### src/rtl/playfield_pkg.sv
// Shared types and constants for the tug-of-war playfield.
package playfield_pkg;

  typedef enum logic [1:0] {
    PLAY  = 2'd0,
    WIN_L = 2'd1,
    WIN_R = 2'd2
  } state_t;

  localparam logic [1:0] W_NONE  = 2'b00;
  localparam logic [1:0] W_LEFT  = 2'b10;
  localparam logic [1:0] W_RIGHT = 2'b01;

endpackage

### src/rtl/playfield_sat_counter.sv
// Saturating up-counter used for the per-player round scores.
module sat_counter #(
  parameter int WIDTH = 3
) (
  input  logic             clk,
  input  logic             reset,
  input  logic             inc,
  output logic [WIDTH-1:0] count
);

  always_ff @(posedge clk) begin
    if (reset)
      count <= '0;
    else if (inc && (count != '1))
      count <= count + 1'b1;
  end

endmodule

### src/rtl/playfield.sv
// Tug-of-war playfield: moves a lit LED toward the pressing player,
// detects wins at either end, holds the winner display, then recentres.
module playfield
  import playfield_pkg::*;
#(
  parameter int N_LIGHTS    = 9,
  parameter int HOLD_CYCLES = 8,
  parameter int SCORE_W     = 3
) (
  input  logic                clk,
  input  logic                reset,
  input  logic                l_press,
  input  logic                r_press,
  output logic [N_LIGHTS-1:0] leds,
  output logic [1:0]          winner,
  output logic [SCORE_W-1:0]  score_l,
  output logic [SCORE_W-1:0]  score_r
);

  localparam int PW = $clog2(N_LIGHTS);
  localparam int HW = (HOLD_CYCLES > 1) ? $clog2(HOLD_CYCLES) : 1;
  localparam logic [PW-1:0] POS_MAX   = PW'(N_LIGHTS - 1);
  localparam logic [PW-1:0] CENTRE    = PW'(N_LIGHTS / 2);
  localparam logic [HW-1:0] HOLD_LAST = HW'(HOLD_CYCLES - 1);

  state_t          state;
  logic [PW-1:0]   pos;
  logic [HW-1:0]   hcnt;
  logic            l_only;
  logic            r_only;
  logic            l_win;
  logic            r_win;

  assign l_only = l_press && !r_press;
  assign r_only = r_press && !l_press;
  assign l_win  = (state == PLAY) && l_only && (pos == POS_MAX);
  assign r_win  = (state == PLAY) && r_only && (pos == '0);

  always_ff @(posedge clk) begin
    if (reset) begin
      state <= PLAY;
      pos   <= CENTRE;
      hcnt  <= '0;
    end else begin
      case (state)
        PLAY: begin
          if (l_win)
            state <= WIN_L;
          else if (r_win)
            state <= WIN_R;
          else if (l_only)
            pos <= pos + 1'b1;
          else if (r_only)
            pos <= pos - 1'b1;
        end
        WIN_L, WIN_R: begin
          if (hcnt == HOLD_LAST) begin
            state <= PLAY;
            pos   <= CENTRE;
            hcnt  <= '0;
          end else begin
            hcnt <= hcnt + 1'b1;
          end
        end
        default: begin
          state <= PLAY;
          pos   <= CENTRE;
          hcnt  <= '0;
        end
      endcase
    end
  end

  always_comb begin
    leds   = '0;
    winner = W_NONE;
    case (state)
      PLAY:    leds   = N_LIGHTS'(1) << pos;
      WIN_L:   winner = W_LEFT;
      WIN_R:   winner = W_RIGHT;
      default: winner = W_NONE;
    endcase
  end

  sat_counter #(.WIDTH(SCORE_W)) u_score_l (
    .clk   (clk),
    .reset (reset),
    .inc   (l_win),
    .count (score_l)
  );

  sat_counter #(.WIDTH(SCORE_W)) u_score_r (
    .clk   (clk),
    .reset (reset),
    .inc   (r_win),
    .count (score_r)
  );

endmodule

### config.mk
export PLATFORM = sky130hd
export DESIGN_NAME = playfield
export DESIGN_NICKNAME = d
export VERILOG_FILES = /design/src/rtl/playfield_pkg.sv /design/src/rtl/playfield_sat_counter.sv /design/src/rtl/playfield.sv
export SDC_FILE = /design/constraint.sdc
export NUM_CORES = 1
export LEC_CHECK = 0
export BUFFER_PORTS_ARGS = -buffer_cell sky130_fd_sc_hd__buf_2
export CORE_AREA = 3 3 49 51
export DETAILED_ROUTE_END_ITERATION = 8
export DIE_AREA = 0 0 52 54
export GPL_ROUTABILITY_DRIVEN = 1
export PLACE_DENSITY = 0.72
export SLEW_MARGIN = 20
export SYNTH_ARGS = -nofsm -noshare
export SYNTH_HDL_FRONTEND = slang
export SYNTH_SLANG_ARGS = --single-unit
### constraint.sdc
create_clock -name clk -period 1.85 [get_ports clk]
set_input_delay 0.37 -clock clk [delete_from_list [all_inputs] [get_ports clk]]
set_output_delay 0.37 -clock clk [all_outputs]
set_load 0.01 [all_outputs]
==> reports/metrics.cfg <==
[outcome]
status = completed

[clock_tree]
htreeDepth = 1
holdBufCountCts = 0
clock_path_buffers = 2
cts_sinks = 15
path_clk_slew_ps = 100
cts_buffers = 3
cts_tree = built
root_buffer = clkbuf_4
clk_latency_ps = 290

[synthesis]
synthArstFlopShare = 0
ys_types = 26
synth_flop_cell = dfxtp_1
synth-seq-cells = 15
synth_cells = 114
synth-seq-area-share = 0.321
syn_area_um2 = 936
synth.yosys.warnings = 0
avgSynthCellArea_um2 = 8.21
synth-edff-count = 0
syn_nets = 132

[die]
rows = 16
dieArea_um2 = 2810
num_io_pins = 21
start_util = 0.472
core_um2 = 1980
die_height_um = 54
die_w_um = 52

[global_routing]
grt_pass1_wl_um = 2970
grt_start_max_net_pins = 16
overflow = 0
globalRouteTotalUtil = 0.140
antenna_found_initial = 0
grt_pass1_vias = 739

[detailed_routing]
vias = 873
wl_per_cell_um = 11.8
drtPass1Iterations = 5
detail_route.iter0.violations = 11
vias_per_cell = 5.11
final_antenna_net_count = 0
totalWireLength_um = 2020
drc = 0

[sta]
setup_violations = 0
fmax_mhz = 553
final-hold-violation-count = 0
slew_headroom = 0.770
period_minus_slack_ps = 1810
finalWorstSetupSlack_ps = 41.3
rsz0062_at_grt = true
clock_skew_ps = 7.80
min_period_over_period = 0.978
slew_viol_final = 0
max_slew.worst_pin.slew_ps = 344

[power_and_ir_drop]
p_per_area_nw_per_um2 = 827
p_leak_nw = 0.588
peakVddDrop_uv = 552

[critical_path]
crit_arrival_ps = 1440
crit_path_start = state[1]
cp-start-kind = register
reg2reg_depth = 5
r2r-start = pos[0]
crit_type = reg -> out
cp.required_ps = 1480
crit_path_end_kind = primary output
r2r_slack_ps = 220
crit_end = leds[2]
r2r_end = pos[2]
worstPathMaxFanout = 4

[finish]
final_nets = 163
multiInputGateArea_um2 = 621
layout-drive-gt1-share = 0.319
fillers = 189
finalInstanceArea_um2 = 1180
area_growth_pct = 25.8
diodes = 0
final-seq-area_um2 = 303

[flow_run]
cap_violations = 0

[placed_design]
dp_hpwl_um = 1400
pre_cts_ws_ps = 8.11
gp_congestion = 0.840
place_area_um2 = 1070
portBuffers = 20

[min_path]
hp-class = in -> reg

[registers in the layout, indices dropped and copies added, names as in the netlist]
| register | cells |
|---|---|
| hcnt | 3 |
| pos | 4 |
| u_score_l.count | 3 |
| u_score_r.count | 3 |
| state | 2 |
[final cells by class]
class,instances,area share
multi-input cells,89,0.527
flip-flops and latches,15,0.257
repair buffers,29,0.142
well taps,27,0.0287
clock buffers,4,0.0223
inverters,7,0.0223
[layer usage]
metal / routed length (um) / up-vias / global-route usage
met1: 907 / 401 / 0.174
met3: 125 / 4 / 0.0416
met5: 0 / - / 0
li1: - / 439 / -
met2: 969 / 29 / 0.226
met4: 18 / 0 / 0.0568
[synth_stat cells, drive strengths merged (2+ instances only)]
library cell,number,area share
inv,7,0.028
ha,13,0.17
nor2,19,0.076
buf,2,0.024
a21oi,13,0.074
nor3,4,0.027
o21ai,4,0.021
nand3,3,0.016
and3,3,0.020
dfxtp,15,0.32
nand2b,4,0.027
xnor2,3,0.028
nand2,12,0.048
nand3b,2,0.016
[cells by family after synthesis]
logic type / after synthesis / synth area share
simple gates: 50 / 0.259
compound gates: 21 / 0.131
flops: 15 / 0.321
fa+ha+maj: 14 / 0.195
buf+inv: 10 / 0.0561
xor+xnor: 4 / 0.0374
[through the flow]
| stage | hold WS (ps) | utilization | std cells | setup TNS [ps] | power (mW) |
|---|---|---|---|---|---|
| 3_3_place_gp | 471 | 0.542 | 162 | 0 | 0.719 |
| 2_1_floorplan | 432 | - | 114 | 0 | 0.647 |
| 4_1_cts | 428 | 0.555 | 166 | -13.1 | 0.921 |
| 3_5_place_dp | 483 | 0.542 | 162 | 0 | 0.731 |
| 6_report | 428 | 0.594 | 171 | 0 | 0.973 |
| 5_1_grt | 437 | 0.594 | 171 | -47.1 | 1.04 |
[repair_timing]
item,4_1_cts,5_1_grt
setup endpoints to repair,2,8
buffers inserted,0,5
cloned,0,0
resized for setup,0,12
pin swaps,0,2
[layout by cell type (no fill, tap or decap), drive strengths merged, types with 4 or more instances in the layout]
master,n
nor3,4
nand2,12
buf,29
a21oi,13
o21ai,4
dfxtp,15
clkbuf,4
nand2b,4
nor2,19
inv,7
ha,13
[power by group]
part | switching (mW) | total [mW] | internal [mW]
logic | 0.203 | 0.376 | 0.173
clock network | 0.109 | 0.193 | 0.0838
registers | 0.0539 | 0.405 | 0.351
[how the worst min path moves through the flow]
stage            start  slack [ps]            endpoint  depth (start not counted)
2_1_floorplan    reset         430              pos[0]                          1
3_3_place_gp   hcnt[0]         470             hcnt[0]                          2
3_5_place_dp   hcnt[0]         480             hcnt[0]                          2
4_1_cts          reset         430              pos[0]                          2
5_1_grt          reset         440              pos[0]                          2
6_report         reset         430  u_score_r.count[0]                          2
[worst max-delay path, cell delays in order, from the launching register on]
cell,delay [ps]
dfxtp_2,340
inv_2,80
ha_4,130
and2b_2,230
nand2_4,80
nor3_2,150
buf_2,150
(Power assumes the default switching activity.)
